--- config.mk ---
export PLATFORM = sky130hd
export DESIGN_NAME = sram_ctrl
export DESIGN_NICKNAME = d
export VERILOG_FILES = /design/src/rtl/sram_ctrl_pkg.sv /design/src/rtl/sram_fetch_buf.sv /design/src/rtl/sram_ctrl.sv
export SDC_FILE = /design/constraint.sdc
export NUM_CORES = 1
export LEC_CHECK = 0
export CORE_ASPECT_RATIO = 0.75
export CORE_MARGIN = 2
export CORE_UTILIZATION = 43
export CTS_CLUSTER_SIZE = 8
export DETAILED_ROUTE_END_ITERATION = 16
export MAX_ROUTING_LAYER = met4
export PLACE_DENSITY = 0.83
export SLEW_MARGIN = 20
export SYNTH_ARGS = -nofsm -noshare
export SYNTH_HDL_FRONTEND = slang
export SYNTH_SLANG_ARGS = --single-unit
--- constraint.sdc ---
create_clock -name clk -period 4.3 [get_ports clk]
set_input_delay 1.075 -clock clk [delete_from_list [all_inputs] [get_ports clk]]
set_output_delay 1.075 -clock clk [all_outputs]
set_load 0.01 [all_outputs]
--- src/rtl/sram_ctrl_pkg.sv ---
// Shared definitions for the SRAM controller: FSM state encoding and default sizes.
package sram_ctrl_pkg;

  localparam int unsigned SramAddrW      = 18;
  localparam int unsigned SramDataW      = 16;
  localparam int unsigned SramAccCycles  = 2;
  localparam int unsigned SramInitCycles = 4;

  typedef enum logic [2:0] {
    StInit  = 3'd0,
    StIdle  = 3'd1,
    StData  = 3'd2,
    StFetch = 3'd3,
    StDone  = 3'd4
  } sram_state_e;

  // True in the states that drive an SRAM cycle.
  function automatic logic is_access(input sram_state_e st);
    return (st == StData) || (st == StFetch);
  endfunction

endpackage

--- src/rtl/sram_fetch_buf.sv ---
// One-entry fetch buffer {valid, addr, data}. Only built when SRAM_FETCH_BUF_EN is defined.
// Filled after every SRAM fetch, invalidated by a store to the buffered address.
`ifdef SRAM_FETCH_BUF_EN
module sram_fetch_buf
  import sram_ctrl_pkg::*;
#(
  parameter int unsigned ADDR_W = SramAddrW,
  parameter int unsigned DATA_W = SramDataW
) (
  input  logic              clk,
  input  logic              rst,
  input  logic [ADDR_W-1:0] lookup_addr,
  output logic              hit,
  output logic [DATA_W-1:0] hit_data,
  input  logic              fill,
  input  logic [ADDR_W-1:0] fill_addr,
  input  logic [DATA_W-1:0] fill_data,
  input  logic              inval,
  input  logic [ADDR_W-1:0] inval_addr
);

  logic              valid_q;
  logic [ADDR_W-1:0] addr_q;
  logic [DATA_W-1:0] data_q;

  // Entry update: fill takes priority; a matching store drops the entry.
  always_ff @(posedge clk) begin
    if (rst) begin
      valid_q <= 1'b0;
      addr_q  <= '0;
      data_q  <= '0;
    end else if (fill) begin
      valid_q <= 1'b1;
      addr_q  <= fill_addr;
      data_q  <= fill_data;
    end else if (inval && (inval_addr == addr_q)) begin
      valid_q <= 1'b0;
    end
  end

  assign hit      = valid_q && (addr_q == lookup_addr);
  assign hit_data = data_q;

endmodule
`endif

--- src/rtl/sram_ctrl.sv ---
// Single-port SRAM controller shared by instruction fetch and data load/store.
// Data access (older instruction) is serviced before fetch; done flags stay sticky
// until the pipeline advances. Optional fetch buffer: define SRAM_FETCH_BUF_EN.
module sram_ctrl
  import sram_ctrl_pkg::*;
#(
  parameter int unsigned ADDR_W      = SramAddrW,
  parameter int unsigned DATA_W      = SramDataW,
  parameter int unsigned ACC_CYCLES  = SramAccCycles,
  parameter int unsigned INIT_CYCLES = SramInitCycles
) (
  input  logic              clk,
  input  logic              rst,
  input  logic              inst_req,
  input  logic [ADDR_W-1:0] inst_addr,
  output logic [DATA_W-1:0] inst,
  output logic              inst_read_done,
  input  logic              mem_rd,
  input  logic              mem_wr,
  input  logic [ADDR_W-1:0] mem_addr,
  input  logic [DATA_W-1:0] mem_wdata,
  output logic [DATA_W-1:0] mem_rdata,
  output logic              mem_done,
  output logic              initializing,
  output logic [ADDR_W-1:0] ram_addr,
  output logic [DATA_W-1:0] ram_data_o,
  input  logic [DATA_W-1:0] ram_data_i,
  output logic              ram_data_oe,
  output logic              ram_ce_n,
  output logic              ram_oe_n,
  output logic              ram_we_n
);

  localparam int unsigned CntMax = (ACC_CYCLES > INIT_CYCLES) ? ACC_CYCLES : INIT_CYCLES;
  localparam int unsigned CntW   = (CntMax > 1) ? $clog2(CntMax) : 1;
  localparam logic [CntW-1:0] AccLast  = CntW'(ACC_CYCLES - 1);
  localparam logic [CntW-1:0] InitLast = CntW'(INIT_CYCLES - 1);

  sram_state_e       state_q, state_d;
  logic [CntW-1:0]   cnt_q, cnt_d;
  logic              is_wr_q, is_wr_d;
  logic [ADDR_W-1:0] addr_q, addr_d;
  logic [DATA_W-1:0] wdata_q, wdata_d;
  logic [DATA_W-1:0] inst_q, inst_d;
  logic [DATA_W-1:0] rdata_q, rdata_d;
  logic              inst_done_q, inst_done_d;
  logic              mem_done_q, mem_done_d;
  logic              ce_n_q, ce_n_d;
  logic              oe_n_q, oe_n_d;
  logic              we_n_q, we_n_d;
  logic              data_oe_q, data_oe_d;

  logic              acc_last;
  logic              data_pend;
  logic              fetch_pend;
  logic              advance;
  logic              buf_hit;
  logic [DATA_W-1:0] buf_data;

  assign acc_last   = (cnt_q == AccLast);
  assign data_pend  = (mem_rd || mem_wr) && !mem_done_q;
  assign fetch_pend = inst_req && !inst_done_q;
  // Same release condition stall_ctrl uses, so both sides agree on when to move on.
  assign advance    = inst_done_q && (!(mem_rd || mem_wr) || mem_done_q);

`ifdef SRAM_FETCH_BUF_EN
  logic buf_fill;
  logic buf_inval;

  assign buf_fill  = (state_q == StFetch) && acc_last;
  assign buf_inval = (state_q == StData) && acc_last && is_wr_q;

  sram_fetch_buf #(
    .ADDR_W(ADDR_W),
    .DATA_W(DATA_W)
  ) u_fetch_buf (
    .clk        (clk),
    .rst        (rst),
    .lookup_addr(inst_addr),
    .hit        (buf_hit),
    .hit_data   (buf_data),
    .fill       (buf_fill),
    .fill_addr  (addr_q),
    .fill_data  (ram_data_i),
    .inval      (buf_inval),
    .inval_addr (addr_q)
  );
`else
  assign buf_hit  = 1'b0;
  assign buf_data = '0;
`endif

  // Next-state, access setup, result capture and registered strobe values.
  always_comb begin
    state_d     = state_q;
    cnt_d       = cnt_q;
    is_wr_d     = is_wr_q;
    addr_d      = addr_q;
    wdata_d     = wdata_q;
    inst_d      = inst_q;
    rdata_d     = rdata_q;
    inst_done_d = inst_done_q;
    mem_done_d  = mem_done_q;

    unique case (state_q)
      StInit: begin
        if (cnt_q == InitLast) begin
          state_d = StIdle;
          cnt_d   = '0;
        end else begin
          cnt_d = cnt_q + 1'b1;
        end
      end
      StIdle: begin
        if (data_pend) begin
          state_d = StData;
          cnt_d   = '0;
          is_wr_d = mem_wr;
          addr_d  = mem_addr;
          wdata_d = mem_wdata;
        end else if (fetch_pend) begin
          if (buf_hit) begin
            inst_d      = buf_data;
            inst_done_d = 1'b1;
            state_d     = StDone;
          end else begin
            state_d = StFetch;
            cnt_d   = '0;
            is_wr_d = 1'b0;
            addr_d  = inst_addr;
          end
        end
      end
      StData, StFetch: begin
        if (!acc_last) begin
          cnt_d = cnt_q + 1'b1;
        end else begin
          cnt_d = '0;
          if (state_q == StData) begin
            mem_done_d = 1'b1;
            if (!is_wr_q) rdata_d = ram_data_i;
          end else begin
            inst_done_d = 1'b1;
            inst_d      = ram_data_i;
          end
          // Uses the updated flag so a just-finished fetch is not repeated.
          if (inst_req && !inst_done_d) begin
            state_d = StFetch;
            is_wr_d = 1'b0;
            addr_d  = inst_addr;
          end else begin
            state_d = StDone;
          end
        end
      end
      StDone: begin
        if (advance) begin
          inst_done_d = 1'b0;
          mem_done_d  = 1'b0;
          state_d     = StIdle;
        end
      end
      default: begin
        state_d = StInit;
        cnt_d   = '0;
      end
    endcase

    // Strobes are registered from next-state so the SRAM pins never glitch.
    ce_n_d    = ~is_access(state_d);
    oe_n_d    = ~(is_access(state_d) && !is_wr_d);
    data_oe_d = is_access(state_d) && is_wr_d;
    // WE drops one cycle before the end of a write to give data hold time.
    we_n_d    = ~(is_access(state_d) && is_wr_d && (cnt_d != AccLast));
  end

  // FSM state register and shared cycle counter.
  always_ff @(posedge clk) begin
    if (rst) begin
      state_q <= StInit;
      cnt_q   <= '0;
    end else begin
      state_q <= state_d;
      cnt_q   <= cnt_d;
    end
  end

  // Access registers, result words, sticky flags and SRAM strobes.
  always_ff @(posedge clk) begin
    if (rst) begin
      is_wr_q     <= 1'b0;
      addr_q      <= '0;
      wdata_q     <= '0;
      inst_q      <= '0;
      rdata_q     <= '0;
      inst_done_q <= 1'b0;
      mem_done_q  <= 1'b0;
      ce_n_q      <= 1'b1;
      oe_n_q      <= 1'b1;
      we_n_q      <= 1'b1;
      data_oe_q   <= 1'b0;
    end else begin
      is_wr_q     <= is_wr_d;
      addr_q      <= addr_d;
      wdata_q     <= wdata_d;
      inst_q      <= inst_d;
      rdata_q     <= rdata_d;
      inst_done_q <= inst_done_d;
      mem_done_q  <= mem_done_d;
      ce_n_q      <= ce_n_d;
      oe_n_q      <= oe_n_d;
      we_n_q      <= we_n_d;
      data_oe_q   <= data_oe_d;
    end
  end

  assign inst           = inst_q;
  assign inst_read_done = inst_done_q;
  assign mem_rdata      = rdata_q;
  assign mem_done       = mem_done_q;
  assign initializing   = (state_q == StInit);
  assign ram_addr       = addr_q;
  assign ram_data_o     = wdata_q;
  assign ram_data_oe    = data_oe_q;
  assign ram_ce_n       = ce_n_q;
  assign ram_oe_n       = oe_n_q;
  assign ram_we_n       = we_n_q;

endmodule

==> out/metrics.cfg, run 1 <==
[status]
status=finished clean

[final_layout]
post-route-util_pct=67.0
nFillCells=615
fin_nets=583
drive_above_1_share_pct=6.05
diodes=0
multi_input_area_um2=1470
area_growth_pct=52.9
final_cells=613
register_area_um2=1560

[sta]
period_needed_ns=2.94
rsz0062_at_grt=no
whs_ns=0.454
tightest_slew_ns=0.954
slew_violations=0
hold_viol_final=0
post-route-period-util_pct=68.4
setup_viol=0
tns_ns=0
fmax_mhz=340
slew_headroom_pct=36.4
fin_skew_ns=0.0128

[routing]
drcViolationCount=0
avgRoutedWirePerCell_um=14.8
firstDrtPassIters=5
dr.first_iter.drc_count=196
vias_per_cell=5.25
antenna_left=0
totalWireLength_um=9100
num_vias=3218

[grt]
grt_pass1_vias=3084
grt.total_usage_pct=23.5
grt_pass1_wl_um=14700
antenna_found_initial=0
grt.overflow.total=0
grt_max_degree=51

[cts]
postCtsResizedCells=0
post_cts_buffers=0
cts_tree=built
clkTransAtPathRegs_ns=0.08
cts_sinks=78
htree_levels=3
root_buffer=clkbuf_8
clockBufferDepth=2
cts-buffers-inserted=9
clock_latency_ns=0.35
ctsHoldBuffers=0

[synth]
synth_nets=451
ys_types=44
async_flop_share_pct=0
ys_ff_latch=78
synth_edf_count=0
syn_area_um2=3180
synthTopCellsByArea=dfxtp_1 (49%), nand2_1 (12%), a21oi_1 (8.0%)
synthCells=375
synth_area_leader_cell=dfxtp_1
synth_flop_cell=dfxtp_1
synth_top_area_share_pct=49.1
yosysSeqAreaShare_pct=49.1
synth_warnings=0
avgSynthCellArea_um2=8.49

[die]
die_h_um=78.5
die-area_um2=8110
initial_core_util_pct=43.8
core_area_um2=7260
dieWidth_um=103
io_pins=146
rows=27

[power_and_ir_drop]
cellPowerDensity_nw_per_um2=492
leakagePower_nw=1.66
power.total_w=0.00240
peakVddDrop_v=0.000274

[setup_path]
cp.required_ns=3.22
slowest_delay_ns=0.88
arrival_ns=1.87
crit_path_top_delay_cell=dfxtp_1
reg2reg_depth=4
r2r_start=state_q[2]$_SDFF_PP0_
cp-end-kind=primary output
path_max_fanout=20
reg2reg_slack_ns=1.83
crit_path_start=state_q[2]$_SDFF_PP0_
cpLargestDelayFamily=flip-flops
path_class=reg -> out
path_buf_inv=1
worst-path-stages=2
r2r_end=ram_addr[8]$_SDFFE_PP0P_
path_cells=nor3_1 > clkdlybuf4s50_1
startpoint_type=flip-flop
crit_end=initializing

[placed_design]
gp_congestion=0.879
port_buffers=145
hpwl_um=6410
placedCellCount=597

[worst_hold_path]
hold_path.class=reg -> reg

[job]
max_cap_violations=0

[cells by family (layout without fill, tap and decap cells)]
| family | count (synthesis) | count (layout) | synth area share, % |
|---|---|---|---|
| AND/OR/NAND/NOR | 156 | 156 | 22.4 |
| flip-flops | 78 | 78 | 49.1 |
| AO/OA/AOI/OAI | 107 | 107 | 22.1 |
| adder cells (fa/ha/maj) | 3 | 3 | 1.18 |
| buffers and inverters | 30 | 167 | 5.03 |
| XOR/XNOR | 1 | 1 | 0.275 |
[report_power, final]
| group | total [W] | internal [W] | switching, W |
|---|---|---|---|
| clock network | 0.000622 | 0.000359 | 0.000263 |
| logic | 0.000840 | 0.000421 | 0.000419 |
| registers | 0.000936 | 0.000840 | 0.0000956 |
[flip-flops by register name, summed over array words and instances, names as in the netlist]
name	count
inst	16
ram_data_o	16
ram_data_oe	1
cnt_q	2
ram_ce_n	1
mem_rdata	16
ram_addr	18
state_q	3
is_wr_q	1
inst_read_done	1
ram_we_n	1
ram_oe_n	1
mem_done	1
[worst min-delay path by stage]
stage                                startpoint                     endpoint  cells after the start
global route        ram_data_o[12]$_SDFFE_PP0P_  ram_data_o[12]$_SDFFE_PP0P_                      2
global placement    ram_data_o[12]$_SDFFE_PP0P_  ram_data_o[12]$_SDFFE_PP0P_                      2
detailed placement         inst[4]$_SDFFE_PP0P_         inst[4]$_SDFFE_PP0P_                      2
CTS                  ram_data_o[6]$_SDFFE_PP0P_   ram_data_o[6]$_SDFFE_PP0P_                      2
floorplan                  inst[0]$_SDFFE_PP0P_         inst[0]$_SDFFE_PP0P_                      2
finish               ram_data_o[1]$_SDFFE_PP0P_   ram_data_o[1]$_SDFFE_PP0P_                      2
[cells in the final DEF (no fill, tap or decap), drive strengths merged, types with 2 or more instances in the layout]
| cell | instances |
|---|---|
| clkinv | 2 |
| o21ai | 7 |
| clkdlybuf4s50 | 144 |
| nand3b | 3 |
| ha | 3 |
| nand4 | 2 |
| dfxtp | 78 |
| bufinv | 2 |
| a21oi | 51 |
| buf | 4 |
| clkbuf | 11 |
| o21bai | 2 |
| nand2 | 102 |
| and2 | 4 |
| a22oi | 18 |
| nand2b | 3 |
| a211oi | 20 |
| inv | 3 |
| nor2b | 4 |
| nor3 | 22 |
| nand3 | 4 |
| nor2 | 8 |
| o21a | 2 |
[area by class of cell]
class / count / share of cell area [%]
clock buffer: 11 / 3.11
clock inverter: 5 / 1.67
inverter: 3 / 0.231
multi-input combinational: 267 / 30.1
sequential: 78 / 32.1
tap: 101 / 2.60
timing repair buffer: 148 / 30.2
[metal layers]
layer  GRT usage (%)  vias to the layer above  share of wire (%)
met5               -                        -                  0
met4            7.37                        0                1.5
met3            6.95                       16                6.5
met2            36.6                      127                 49
met1            29.4                     1511                 44
li1                -                     1564                  -
[Yosys cell counts, types with 2 or more instances]
| cell | count |
|---|---|
| a22oi_1 | 18 |
| inv_1 | 3 |
| buf_2 | 8 |
| a211oi_1 | 18 |
| o21ai_0 | 6 |
| nand4_1 | 2 |
| o21a_1 | 2 |
| nand2b_1 | 2 |
| buf_4 | 2 |
| and2_1 | 4 |
| dfxtp_1 | 78 |
| a21oi_1 | 51 |
| nand2_1 | 101 |
| nand3_1 | 4 |
| ha_1 | 3 |
| buf_6 | 4 |
| nor2b_1 | 4 |
| nor2_1 | 7 |
| clkbuf_1 | 13 |
| nor3_1 | 20 |
| nand3b_1 | 2 |
[worst register-to-register path, cell delays in order, from the launching register on]
cell      delay, ns
dfxtp_1        0.58
nor3b_1        0.57
nand2_2        0.33
nand2b_1       0.62
a211oi_1       0.20
[per-stage QoR]
| step | area (um2) | setup WS, ns |
|---|---|---|
| after floorplan | 3180 | 2.11 |
| after global placement | 4630 | 1.24 |
| after detailed placement | 4630 | 1.13 |
| after CTS | 4860 | 1.38 |
| after global routing | 4870 | 1.27 |
| final | 4870 | 1.36 |
Note: power is estimated with default switching activity, not from simulation.
==> run 2: changes to the inputs <==
Settings changed: CORE_UTILIZATION 43 to 41, PLACE_DENSITY 0.83 to 0.8.
Clock period 4.3 ns to 2.9 ns, I/O delays scaled along.
==> out/metrics.cfg, run 2 (synthesis results as in run 1) <==
[status]
status=finished clean  ; unchanged

[cts]
cts-buffers-inserted=9  ; unchanged
cts_sinks=78  ; unchanged
ctsHoldBuffers=0  ; unchanged
htree_levels=3  ; unchanged
cts_tree=built  ; unchanged
post_cts_buffers=0  ; unchanged
clkTransAtPathRegs_ns=0.08  ; about the same
postCtsResizedCells=0  ; unchanged
clockBufferDepth=2  ; unchanged
root_buffer=clkbuf_8  ; unchanged
clock_latency_ns=0.34  ; was 0.35 ns

[grt]
grt_pass1_wl_um=15100  ; was 14700 um
grt.overflow.total=0  ; unchanged
grt_max_degree=28  ; was 51
grt_pass1_vias=3126  ; was 3084
antenna_found_initial=0  ; unchanged
grt.total_usage_pct=23.0  ; was 23.5%

[placed_design]
preCtsSetupSlack_ns=0.229  ; was 1.13 ns
port_buffers=145  ; unchanged
gp_congestion=0.817  ; was 0.879
hpwl_um=6600  ; was 6410 um

[die]
initial_core_util_pct=42.8  ; was 43.8%
die_h_um=80.3  ; was 78.5 um
core_area_um2=7430  ; was 7260 um2
io_pins=146  ; unchanged
rows=27  ; unchanged
die-area_um2=8490  ; was 8110 um2
dieWidth_um=106  ; was 103 um

[final_layout]
largest_register_ffs=18  ; unchanged
final_cell_mix=clkdlybuf4s50_1 (144), nand2_1 (101), dfxtp_1 (78)  ; unchanged
fin_nets=588  ; was 583
diodes=0  ; unchanged
nFillCells=627  ; was 615
area_growth_pct=52.4  ; was 52.9%
post-route-util_pct=65.3  ; was 67.0%
final_common_cell=clkdlybuf4s50_1  ; unchanged
drive_above_1_share_pct=6.38  ; was 6.05%

[routing]
num_vias=3187  ; was 3218
dr.first_iter.drc_count=143  ; was 196
totalWireLength_um=9150  ; was 9100 um
firstDrtPassIters=5  ; unchanged
antenna_left=0  ; unchanged
drcViolationCount=0  ; unchanged
vias_per_cell=5.16  ; was 5.25
avgRoutedWirePerCell_um=14.8  ; about the same

[power_and_ir_drop]
p_clk_share_pct=22.5  ; was 25.9%
power.total_w=0.00341  ; was 0.00240 W
internal-power_w=0.00228  ; was 0.00162 W
p_comb_share_pct=37.1  ; was 35.0%
leakagePower_nw=1.67  ; was 1.66 nW
power.switching_w=0.00113  ; was 0.000777 W
peakVddDrop_v=0.000389  ; was 0.000274 V
cellPowerDensity_nw_per_um2=704  ; was 492 nW/um2
p_seq_share_pct=40.4  ; was 39.0%
sw_frac_of_total_pct=33.2  ; was 32.4%

[sta]
slew_headroom_pct=47.5  ; was 36.4%
tns_ns=0  ; unchanged
rsz0062_at_grt=no  ; unchanged
tightest_slew_ns=0.787  ; was 0.954 ns
post-route-period-util_pct=80.8
fmax_mhz=427
period_needed_ns=2.34
fin_ws_ns=0.556  ; was 1.36 ns
hold_viol_final=0  ; unchanged
setup_viol=0  ; unchanged
fin_skew_ns=0.00647  ; was 0.0128 ns
slew_violations=0  ; unchanged

[setup_path]
path_max_fanout=13  ; was 20
path_class=reg -> out  ; unchanged
cp.required_ns=2.17  ; was 3.22 ns
startpoint_type=flip-flop  ; unchanged
cp-end-kind=primary output  ; unchanged
arrival_ns=1.62  ; was 1.87 ns

[worst_hold_path]
hold_path.class=reg -> reg  ; unchanged

[job]
max_cap_violations=0  ; unchanged

==> run 2: cell types whose count changed in the layout (fill, tap and decap cells not counted) <==
cell and delta:
bufinv_16 -1, clkinv_4 -1, clkbuf_8 -2, buf_4 +5
clkinv_2 +1, nor3_4 -1, clkbuf_1 +3, nor3_2 +1
==> run 2: worst paths after layout <==
| kind | end | slack (ns) | startpoint | depth (start not counted) |
|---|---|---|---|---|
| max reg2reg | ram_addr[8]$_SDFFE_PP0P_ | 0.79 | state_q[0]$_SDFF_PP0_ | 5 |
| min | mem_rdata[10]$_SDFFE_PP0P_ | 0.46 | mem_rdata[10]$_SDFFE_PP0P_ | 2 |
| max | initializing | 0.56 | state_q[0]$_SDFF_PP0_ | 2 |
| min reg2reg | mem_rdata[10]$_SDFFE_PP0P_ | 0.46 | mem_rdata[10]$_SDFFE_PP0P_ | 2 |
==> run 2: final cells by class <==
cell class / count / area (um2) / share of cell area [%]
Inverter: 3 / 11.3 / 0.232
Tap cell: 101 / 126 / 2.61
Sequential cell: 78 / 1560 / 32.2
Clock buffer: 12 / 135 / 2.79
Multi-Input combinational cell: 267 / 1460 / 30.1
Timing Repair Buffer: 153 / 1510 / 31.1
Clock inverter: 4 / 47.5 / 0.980
==> run 2: metrics by stage <==
step                      area (um2)  cells  hold slack (ns)
after global routing            4850    618            0.475
after global placement          4670    602            0.442
after CTS                       4850    618            0.456
after detailed placement        4670    602            0.446
after floorplan                 3180    375            0.481
final                           4850    618            0.456
==> run 2: critical path: stages, from the launching register on <==
cell and delay [ns]:
dfxtp_1 0.45, nor3_1 0.23, clkdlybuf4s50_1 0.60
==> run 2: power by group through the flow <==
stage / combinational (W) / clock (W) / sequential, W
finish: 0.00127 / 0.000767 / 0.00138
global route: 0.00138 / 0.000841 / 0.00141
CTS: 0.00126 / 0.000789 / 0.00138
detailed placement: 0.00126 / 0 / 0.00140
global placement: 0.00123 / 0 / 0.00139
floorplan: 0.000685 / 0 / 0.00143
==> run 2: routing by layer <==
metal	vias to the layer above	track usage, %	wire [um]
li1	1574	-	-
met1	1496	26.8	3980
met2	106	38.5	4460
met3	11	6.98	606
met4	0	7.50	108
met5	-	-	0
